`config.mk`:
```
export PLATFORM = sky130hd
export DESIGN_NAME = uart_boot_loader
export DESIGN_NICKNAME = d
export VERILOG_FILES = /design/src/rtl/uart_boot_loader.sv
export SDC_FILE = /design/constraint.sdc
export NUM_CORES = 1
export LEC_CHECK = 0
export CORE_UTILIZATION = 50
export CTS_BUF_LIST = sky130_fd_sc_hd__clkbuf_8 sky130_fd_sc_hd__clkbuf_16
export DETAILED_ROUTE_END_ITERATION = 6
export PLACE_DENSITY_LB_ADDON = 0.15
export REMOVE_ABC_BUFFERS = 1
export SLEW_MARGIN = 20
export SYNTH_ARGS = -nofsm -noshare
export SYNTH_HDL_FRONTEND = slang
export SYNTH_SLANG_ARGS = --single-unit
export TNS_END_PERCENT = 5
```
`constraint.sdc`:
```
create_clock -name clk_i -period 4.64 [get_ports clk_i]
set_input_delay 0.928 -clock clk_i [delete_from_list [all_inputs] [get_ports clk_i]]
set_output_delay 0.928 -clock clk_i [all_outputs]
set_load 0.01 [all_outputs]
```
`src/rtl/uart_boot_loader.sv`:
```
// UART-triggered boot-load sequencer: matches an N-byte key on the RX stream, pulses soft
// reset, counts payload bytes, then pulses hard reset once the line has gone idle.
module uart_boot_loader #(
  parameter int          KEY_LEN       = 2,
  parameter logic [63:0] KEY           = 64'h5F70,
  parameter int          SOFT_PULSE    = 1,
  parameter int          IDLE_CYCLES   = 51262976,
  parameter int          FIRST_TIMEOUT = 0,
  parameter int          CNT_W         = 26,
  parameter int          BCNT_W        = 20
) (
  input  logic              clk_i,
  input  logic              reset_i,
  input  logic              uart_rx_irq,
  input  logic [7:0]        uart_rx_byte,
  output logic              soft_reset_o,
  output logic              hard_reset_o,
  output logic              busy_o,
  output logic [2:0]        state_o,
  output logic [BCNT_W-1:0] byte_count_o,
  output logic [2:0]        key_idx_o
);

  typedef enum logic [2:0] {
    ST_IDLE       = 3'd0,
    ST_PULSE      = 3'd1,
    ST_WAIT_FIRST = 3'd2,
    ST_LOAD       = 3'd3,
    ST_DONE       = 3'd4
  } state_t;

  localparam logic [2:0]        KEY_LAST    = 3'(KEY_LEN - 1);
  localparam logic [CNT_W-1:0]  PULSE_LAST  = CNT_W'(SOFT_PULSE - 1);
  localparam logic [CNT_W-1:0]  IDLE_LAST   = CNT_W'(IDLE_CYCLES - 1);
  localparam bit                HAS_TIMEOUT = (FIRST_TIMEOUT > 0);
  localparam logic [CNT_W-1:0]  FIRST_LAST  = CNT_W'(HAS_TIMEOUT ? FIRST_TIMEOUT - 1 : 0);
  localparam logic [BCNT_W-1:0] BCNT_MAX    = {BCNT_W{1'b1}};

  // Key byte idx, counted from the most significant end of the packed key.
  function automatic logic [7:0] key_byte(input logic [2:0] idx);
    return 8'(KEY >> (8 * (KEY_LEN - 1 - int'(idx))));
  endfunction

  state_t              state_r, state_s;
  logic [CNT_W-1:0]    cnt_r, cnt_s;
  logic [BCNT_W-1:0]   bcnt_r, bcnt_s;
  logic [2:0]          key_idx_r, key_idx_s;

  // State, counter and key-progress registers.
  always_ff @(posedge clk_i or posedge reset_i) begin
    if (reset_i) begin
      state_r   <= ST_IDLE;
      cnt_r     <= '0;
      bcnt_r    <= '0;
      key_idx_r <= 3'd0;
    end else begin
      state_r   <= state_s;
      cnt_r     <= cnt_s;
      bcnt_r    <= bcnt_s;
      key_idx_r <= key_idx_s;
    end
  end

  // Next-state logic; cnt_r times the soft pulse, the first-byte wait and the idle gap.
  always_comb begin
    state_s   = state_r;
    cnt_s     = cnt_r;
    bcnt_s    = bcnt_r;
    key_idx_s = key_idx_r;
    case (state_r)
      ST_IDLE: begin
        if (uart_rx_irq) begin
          if (uart_rx_byte == key_byte(key_idx_r)) begin
            if (key_idx_r == KEY_LAST) begin
              state_s   = ST_PULSE;
              key_idx_s = 3'd0;
              cnt_s     = '0;
              bcnt_s    = '0;
            end else begin
              key_idx_s = key_idx_r + 3'd1;
            end
          end else if (uart_rx_byte == key_byte(3'd0)) begin
            key_idx_s = 3'd1;
          end else begin
            key_idx_s = 3'd0;
          end
        end else begin
          key_idx_s = key_idx_r;
        end
      end
      ST_PULSE: begin
        if (cnt_r == PULSE_LAST) begin
          state_s = ST_WAIT_FIRST;
          cnt_s   = '0;
        end else begin
          cnt_s = cnt_r + CNT_W'(1);
        end
      end
      ST_WAIT_FIRST: begin
        if (uart_rx_irq) begin
          state_s = ST_LOAD;
          cnt_s   = '0;
          bcnt_s  = BCNT_W'(1);
        end else if (HAS_TIMEOUT) begin
          if (cnt_r == FIRST_LAST) begin
            state_s = ST_IDLE;
            cnt_s   = '0;
          end else begin
            cnt_s = cnt_r + CNT_W'(1);
          end
        end else begin
          cnt_s = cnt_r;
        end
      end
      ST_LOAD: begin
        if (uart_rx_irq) begin
          cnt_s  = '0;
          bcnt_s = (bcnt_r == BCNT_MAX) ? bcnt_r : bcnt_r + BCNT_W'(1);
        end else if (cnt_r == IDLE_LAST) begin
          state_s = ST_DONE;
          cnt_s   = '0;
        end else begin
          cnt_s = cnt_r + CNT_W'(1);
        end
      end
      ST_DONE: begin
        state_s   = ST_IDLE;
        key_idx_s = 3'd0;
        cnt_s     = '0;
      end
      default: begin
        state_s   = ST_IDLE;
        cnt_s     = '0;
        key_idx_s = 3'd0;
      end
    endcase
  end

  // Decoded straight from registers so reset releases both pulses asynchronously.
  assign soft_reset_o = (state_r != ST_PULSE);
  assign hard_reset_o = (state_r != ST_DONE);
  assign busy_o       = (state_r != ST_IDLE);
  assign state_o      = state_r;
  assign byte_count_o = bcnt_r;
  assign key_idx_o    = key_idx_r;

endmodule

```
* Yosys cells after proc, flatten, opt, wreduce, memory -nomap -nowiden
Cells that the tools add are included.
** Word-level totals
- Flip-flop bits (word level) :: 52
- Input port bits :: 11
- Output and inout bits :: 29
- Word-level logic and storage cells :: 66
** Operators by class
- $add $sub $neg :: 4
- Eq/ne operators :: 19
- Shift-type cells :: 1
- Multiplexer cells :: 28
- Bitwise logic cells :: 1
- Reduce and logical (&&, ||, !) cells :: 9
** Operators with widths (count)
- 26-bit 2-to-1 mux :: 7
- 20-bit 2-to-1 mux :: 6
- 26-bit one-hot mux with 4 select lines :: 1
- 20-bit one-hot mux with 3 select lines :: 1
- 15-bit by 32-bit >> shifter with 8-bit output (first input constant) :: 1
- 3-bit 2-to-1 mux :: 10
- 26-bit by 1-bit adder with 26-bit output (second input constant) :: 1
- 26-bit == test (second input constant) :: 1
- 26-bit zero test :: 1
- 20-bit by 1-bit adder with 20-bit output (second input constant) :: 1
- 20-bit == test (second input constant) :: 1
- 2-bit inequality test (second input constant) :: 9
- 7-bit AND reduction :: 2
- 3-bit one-hot mux with 4 select lines :: 1
- 8-bit by 7-bit == test with 1-bit output (second input constant) :: 1
- 8-bit == test :: 1
- 3-bit by 1-bit == test with 1-bit output (second input constant) :: 2
- 3-bit by 2-bit == test with 1-bit output (second input constant) :: 2
- 3-bit one-hot mux with 2 select lines :: 1
- 3-bit nonzero test :: 2
- 4-bit AND reduction :: 1
- 1-bit by 3-bit subtractor with 4-bit output (first input constant) :: 1
- 3-bit by 1-bit adder with 3-bit output (second input constant) :: 1
- 3-bit zero test :: 1
- other kinds (6) :: 6

* Logic depth before layout (Yosys ltp)
Gate-level depths: netlist of the first run.
- Depth in word-level cells :: 6
- Depth in mapped cells :: 10
- Gate-level depth less buffers :: 8

* Worst setup path after synthesis of the first run
OpenSTA, ideal clock, no wires.
- Kind :: input-to-reg
- Start :: in uart_rx_byte[0]
- End :: reg bcnt_r[19] (netlist: byte_count_o[19])
- Library setup time :: 78 ps
- Arrival time :: 2577 ps
- Required time :: 4562 ps
- Path slack :: 1985 ps
- Stages :: 7
- Buffers on the path :: 1
- Path through :: nor4_2 or3b_1 a31oi_4 o211ai_2 buf_6 or3_1 a21oi_1
** On the way
- Word-level cells in the longest chain between the ends :: 3
** Ends and longest elaborated chain
- start, declared :: RTL line 15 : input logic [7:0] uart_rx_byte,
- 8-bit == test :: RTL line 73 : if (uart_rx_byte == key_byte(key_idx_r)) begin
- 2-bit inequality test (no source line)
- 7-bit AND reduction (no source line)
- end signal, assigned :: RTL line 59 : bcnt_r <= bcnt_s;
- end, declared :: RTL line 46 : logic [BCNT_W-1:0] bcnt_r, bcnt_s;
Every way passes these cells.
A chain may end at the register's enable or synchronous reset.

* Worst setup path after layout of the first run
- Start :: in uart_rx_byte[0]
- End :: reg bcnt_r[9] (netlist: byte_count_o[9])
Same word-level chain as after synthesis.

==> results of run 1 <==
-- layout by cell type, fill, tap and decap left out, types with 11 or more instances in the layout --
master,instances
o21ai_0,33
a21oi_1,31
dfrtp_1,52
nand2_1,41
clkdlybuf4s50_1,39
nand4_1,11
a21o_1,14
nand3_1,28
or3_1,14
nor2_1,21
a22o_1,13
-- sequential cells by signal, indices dropped and copies added, names as in the netlist --
register,flops
byte_count_o,20
cnt_r,26
state_o,3
key_idx_o,3
-- power breakdown --
part | switching, uW | total [uW] | internal (uW)
Combinational | 16.4 | 29.7 | 13.2
Clock | 168 | 279 | 111
Sequential | 2.30 | 457 | 455
Total | 187 | 766 | 579
-- metal layers --
layer	GRT usage [%]	vias to the layer above	wire length [um]
li1	-	1437	-
met1	30.29	1345	3413
met2	38.50	44	3480
met3	3.933	6	206
met4	8.036	0	64
met5	0	-	0
-- cell type report --
type,count,share of cell area [%]
Clock buffer,5,1.859
Sequential cell,52,35.15
Inverter,9,0.9125
Timing Repair Buffer,44,11.56
Tap cell,75,2.535
Multi-Input combinational cell,289,47.25
Clock inverter,3,0.7435
-- metrics by stage --
stage / std cells / utilization, % / power (uW) / setup WS [ps] / hold WS (ps)
floorplan: 350 / - / 478.1 / 1713 / 493.9
global placement: 469 / 60.05 / 495.8 / 985.4 / 528.8
detailed placement: 469 / 60.05 / 496.2 / 915.6 / 543.8
CTS: 477 / 61.65 / 780.5 / 1260 / 558.4
global route: 477 / 61.80 / 796.7 / 1325 / 584.1
finish: 477 / 61.80 / 766.0 / 1446 / 561.2
-- worst max-delay path by stage --
stage	slack [ps]	startpoint	cells past startpoint	endpoint
after global routing	1320	uart_rx_byte[0]	7	byte_count_o[9]$_DFFE_PP0P_
after detailed placement	920	uart_rx_byte[0]	7	byte_count_o[7]$_DFFE_PP0P_
after global placement	990	uart_rx_byte[3]	7	byte_count_o[7]$_DFFE_PP0P_
after floorplan	1710	uart_rx_byte[0]	6	byte_count_o[7]$_DFFE_PP0P_
after CTS	1260	uart_rx_byte[0]	7	byte_count_o[7]$_DFFE_PP0P_
final	1450	uart_rx_byte[0]	7	byte_count_o[9]$_DFFE_PP0P_
-- cell families after synthesis --
logic type | count (synthesis) | synth area share [%]
AND/OR/NAND/NOR | 169 | 28.81
AO/OA/AOI/OAI | 109 | 22.68
flip-flops | 52 | 41.38
buffers and inverters | 23 | 3.263
multiplexers | 6 | 1.990
adder cells (fa/ha/maj) | 4 | 1.592
XOR/XNOR | 1 | 0.2786
==> summary.txt, run 1 <==
Synth
  – Synth Flop Type: dfrtp_1
  – Post-synth EDFFs: 0
  – Synthesized instance count: around 360
  – Synth cell types: 52
  – Synth area leader: dfrtp_1
  – Synth top area cells: dfrtp_1, o21ai_0, a21oi_1
  – Top-area cell type share of the netlist area: ~41%
  – Most numerous cell in the Yosys netlist: dfrtp_1
  – Synth async-reset ratio: 100.0%
  – Commonest cells in the netlist: dfrtp_1, nand2_1, o21ai_0
  – Mapped Area: roughly 0.0031 sq mm
  – Synthesized flop and latch total: between 50 and 60
  – Post-synthesis sequential area ratio: ~41%
  – Synth Warn #: 0
  – Average cell area after synthesis: approximately 8.6 sq um

Final layout
  – Share of cells above drive strength 1: approximately 6.5%
  – Area growth, synth to finish: 17.75%
  – Final instance area: approximately 0.0037 sq mm
  – Footprint of the multi-input gates: about 0.0017 sq mm
  – Fill cells: 520
  – Reg area: about 0.0013 sq mm
  – Ant. Diodes: 0
  – Nets: roughly 420

Timing
  – Final hold violation count: 0
  – Max-slew violations: 0
  – Total negative setup slack: 0 ps
  – Max Fclk: between 300 and 400 MHz
  – Clock skew: roughly 17 ps
  – Worst slew margin: 50.25%
  – RSZ-0062 raised after global routing: false
  – Tcrit/Tclk final: a little under 70%
  – Final worst path period need: ~3200 ps
  – Slew at the pin closest to its max-slew limit: around 740 ps
  – Final Setup Violations: 0

Setup path
  – Critical path's top delay family: simple AND/OR/NAND/NOR gates
  – R2r setup slk: ~1600 ps
  – Crit-path max cell delay: approximately 560 ps
  – Crit Reg-Reg Endpoint: cnt_r[4]$_DFFE_PP0P_
  – Critical Setup Path Class: input port to register
  – CP bufs+invs: 1
  – Crit. End Element: register
  – CP Max Fanout: 32
  – R2r worst-path depth: 8
  – Nature of the critical path startpoint: input port
  – Worst Path Required: between 4000 and 5000 ps
  – R2r startpoint: cnt_r[1]$_DFFE_PP0P_
  – CP Data Arrival Time: roughly 3400 ps
  – CP Cell Sequence: clkdlybuf4s50_1 -> nor4_2 -> or3b_1 -> a31oi_4 -> o211ai_4 -> or4_1 -> a21oi_1
  – Highest-delay cell along the critical path: or4_1

Die
  – Core Area: 0.005991 sq mm
  – Height of the die: 81.30 um
  – Die ar.: approximately 0.0066 sq mm
  – Die X: slightly above 80 um
  – Starting Density: roughly 52%
  – FP Rows: 28
  – Ports: 40

CTS
  – CTS sink count: 52
  – Clock latency on the worst-skew pair: 320 ps
  – Post_cts resized: 0
  – CTS buffer count: 5
  – CTS root buf: clkbuf_8
  – # H-tree levels: 2
  – CTS tree: yes
  – Reg clk slew, reported paths: ~110 ps
  – Post-CTS setup repair buffer count: 0
  – Clock Tree Buf Depth: 2
  – # hold bufs at CTS: 0

Route
  – Detailed-route wire length per cell: around 15 um
  – Pre-antenna DRT Iters: 5
  – Post-Route WL: a little over 7 mm
  – Routed vias/inst: around 5.9
  – Post-detailed-route count of antenna-violating nets: 0
  – Post-route DRC violation count: 0
  – First DRT Iteration DRCs: ~200
  – Via count: between 2000 and 3000

GRT
  – Gr usage total: 23.19%
  – Initial antenna violation count: 0
  – Number of global-route vias before repair: about 2600
  – Overflow after GRT: 0
  – Largest net degree at the start of global routing: 33
  – First-pass GRT wire length: 11.96 mm

Placement
  – GP Congestion: around 0.83
  – Post-DP HPWL: 4.965 mm
  – Placed cell area: about 0.0036 sq mm
  – Port Buffers: 39

Outcome
  – Outcome: finished, final reports clean

Run
  – Maxcap violations: 0

Min path
  – Hold path depth: 1
  – Worst Hold Path EP: cnt_r[16]$_DFFE_PP0P_
  – Hold_sp: cnt_r[16]$_DFFE_PP0P_
  – HP Class: register to register

Pwr
  – Worst VDD drop: about 0.00012 V
  – Leak: 0.001507 uW
  – PwrDens: 206.9 mW/mm^2
No activity file was read; power rests on OpenSTA's default activity.
==> run 2, diff against run 1 <==
clock period = 3.1 ns   (was 4.64 ns; I/O delays follow)
==> run 2 against run 1 <==
Compared with the run above: register-to-register slack got worse by 1200 ps; total power up 51%; worst hold slack worse by 4.7 ps; global-route usage is 0.47 points higher; via count up 1.9%; critical endpoint is now byte_count_o[11]$_DFFE_PP0P_; flip-flop and latch count unchanged; clock power rose by 53%; sequential share of layout area decreased by 0.43 points; critical path type unchanged; clock-buffer cell count is the same; highest routed layer unchanged; non-clock buffer count up 6; worst setup slack worse by 1100 ps.
==> summary.txt, run 2 (synthesis gave the netlist of run 1 again) <==
Final layout
  – Commonest non-fill, non-tap cell in the layout: dfrtp_1
  – Area growth, synth to finish: 19.22%
  – Largest Register: cnt_r
  – Final Instance Count excl. Fillers: just under 500
  – Most frequent cells in the layout: dfrtp_1, nand2_1, clkdlybuf4s50_1, o21ai_0, a21oi_1
  – Fill cells: roughly 530
  – Largest register FFs: 26
  – Ant. Diodes: 0
  – Share of cells above drive strength 1: between 7 and 8%
  – Nets: between 400 and 500

Pwr
  – Tot Pwr: 1156 uW
  – Clk pwr share: 36.9%
  – PwrDens: between 300 and 400 mW/mm^2
  – Seq pwr share: around three fifths
  – Combinational share of power: between 3 and 4%
  – Leak: 0.001539 uW
  – Psw: 289.5 uW
  – Sw frac: ~25%
  – Worst VDD drop: around 0.00027 V
  – Pint: slightly below 900 uW

Setup path
  – Critical Setup Path Class: input port to register
  – R2r setup slk: roughly 480 ps
  – Nature of the critical path startpoint: input port
  – Worst Path Required: around 3300 ps
  – R2r worst-path depth: 7
  – R2r startpoint: cnt_r[16]$_DFFE_PP0P_
  – CP Max Fanout: 11
  – Crit Reg-Reg Endpoint: cnt_r[4]$_DFFE_PP0P_
  – Crit-path max cell delay: ~430 ps
  – CP bufs+invs: 2
  – Crit. End Element: register
  – CP Cell Sequence: clkdlybuf4s50_1 -> nor4_2 -> or3b_1 -> a31oi_4 -> o211ai_2 -> buf_4 -> or3_1 -> a21oi_1
  – CP Data Arrival Time: 3000 ps
  – Highest-delay cell along the critical path: clkdlybuf4s50_1
  – Critical path's top delay family: simple AND/OR/NAND/NOR gates

GRT
  – Largest net degree at the start of global routing: 29
  – Gr usage total: between 20% and 30%
  – Overflow after GRT: 0
  – Initial antenna violation count: 0
  – Number of global-route vias before repair: between 2000 and 3000
  – First-pass GRT wire length: between 10 and 15 mm

CTS
  – Clock latency on the worst-skew pair: ~320 ps
  – CTS sink count: 52
  – Post_cts resized: 0
  – CTS root buf: clkbuf_8
  – # hold bufs at CTS: 0
  – Post-CTS setup repair buffer count: 0
  – CTS buffer count: 5
  – CTS tree: yes
  – Clock Tree Buf Depth: 2
  – # H-tree levels: 2
  – Reg clk slew, reported paths: approximately 100 ps

Placement
  – Port Buffers: 39
  – Post-DP HPWL: a little over 5 mm
  – Dpl cells: 475
  – GP Congestion: ~0.84
  – Pre-CTS WS: between 6 and 7 ps

Timing
  – Max Fclk: around 360 MHz
  – Total negative setup slack: 0 ps
  – Max-slew violations: 0
  – Slew at the pin closest to its max-slew limit: ~470 ps
  – Final worst path period need: between 2000 and 3000 ps
  – Final hold violation count: 0
  – Final worst slack: 343.8 ps
  – RSZ-0062 raised after global routing: false
  – Tcrit/Tclk final: about 89%
  – WHS: around 560 ps
  – Clock skew: ~12 ps
  – Final Setup Violations: 0
  – Worst slew margin: 68.96%

Min path
  – Worst Hold Path EP: cnt_r[16]$_DFFE_PP0P_
  – HP Class: register to register
  – Hold_sp: cnt_r[16]$_DFFE_PP0P_
  – Hold path depth: 1

Route
  – Post-route DRC violation count: 0
  – Routed vias/inst: roughly 6.0
  – Detailed-route wire length per cell: ~15 um
  – Via count: 2887
  – Post-Route WL: between 7 and 8 mm
  – First DRT Iteration DRCs: about 210
  – Post-detailed-route count of antenna-violating nets: 0
  – Pre-antenna DRT Iters: 4

Run
  – Maxcap violations: 0

Die
  – Height of the die: a little over 80 um
  – Ports: 40
  – Starting Density: 52.49%
  – Die ar.: 0.006610 sq mm
  – FP Rows: 28
  – Die X: 81.30 um
  – Core Area: approximately 0.006 sq mm

Outcome
  – Outcome: finished, final reports clean
[run 2: worst reg2reg max path, cell delays in order (launching register included)]
cell     delay, ps
dfrtp_1        430
nor4_1         310
nand3_1        260
o31ai_4        530
nand2_1        320
buf_4          280
a21o_1         180
a22o_1         220
[run 2: worst max-delay path by stage]
stage                                     from                            to  slack [ps]  cells after the start
final                          uart_rx_byte[0]  byte_count_o[11]$_DFFE_PP0P_         340                      8
after global routing           uart_rx_byte[3]  byte_count_o[16]$_DFFE_PP0P_         220                      8
after CTS                      uart_rx_byte[0]  byte_count_o[11]$_DFFE_PP0P_         330                      8
after detailed placement       uart_rx_byte[0]  byte_count_o[11]$_DFFE_PP0P_           7                      8
after global placement         uart_rx_byte[3]  byte_count_o[11]$_DFFE_PP0P_          70                      8
after floorplan           cnt_r[0]$_DFFE_PP0P_         cnt_r[23]$_DFFE_PP0P_         420                      8
[run 2: power groups by stage]
stage          clock, uW  sequential [uW]  combinational (uW)
5_1_grt              457              685                51.5
4_1_cts              427              684                46.6
2_1_floorplan          0              697                18.1
6_report             427              684                45.4
3_5_place_dp           0              697                46.5
3_3_place_gp           0              697                45.9
[run 2: through the flow]
step / area (sq um) / utilization [%]
floorplan: 3075 / -
finish: 3749 / 62.57
global route: 3749 / 62.57
CTS: 3749 / 62.57
detailed placement: 3655 / 61.01
global placement: 3655 / 61.01
[run 2: metal layers]
layer / GRT usage, % / vias up / share of wire, %
li1: - / 1442 / -
met1: 30.21 / 1377 / 47
met2: 40.58 / 57 / 48
met3: 3.483 / 11 / 2.9
met4: 8.036 / 0 / 1.6
met5: 0 / - / 0
[run 2: area by class of cell]
cell class	instances	area (sq um)	share of cell area, %
Tap cell	75	93.84	2.503
Multi-Input combinational cell	289	1740	46.43
Inverter	9	33.78	0.9012
Clock buffer	5	68.82	1.836
Clock inverter	3	25.02	0.6676
Timing Repair Buffer	50	485.5	12.95
Sequential cell	52	1301	34.71
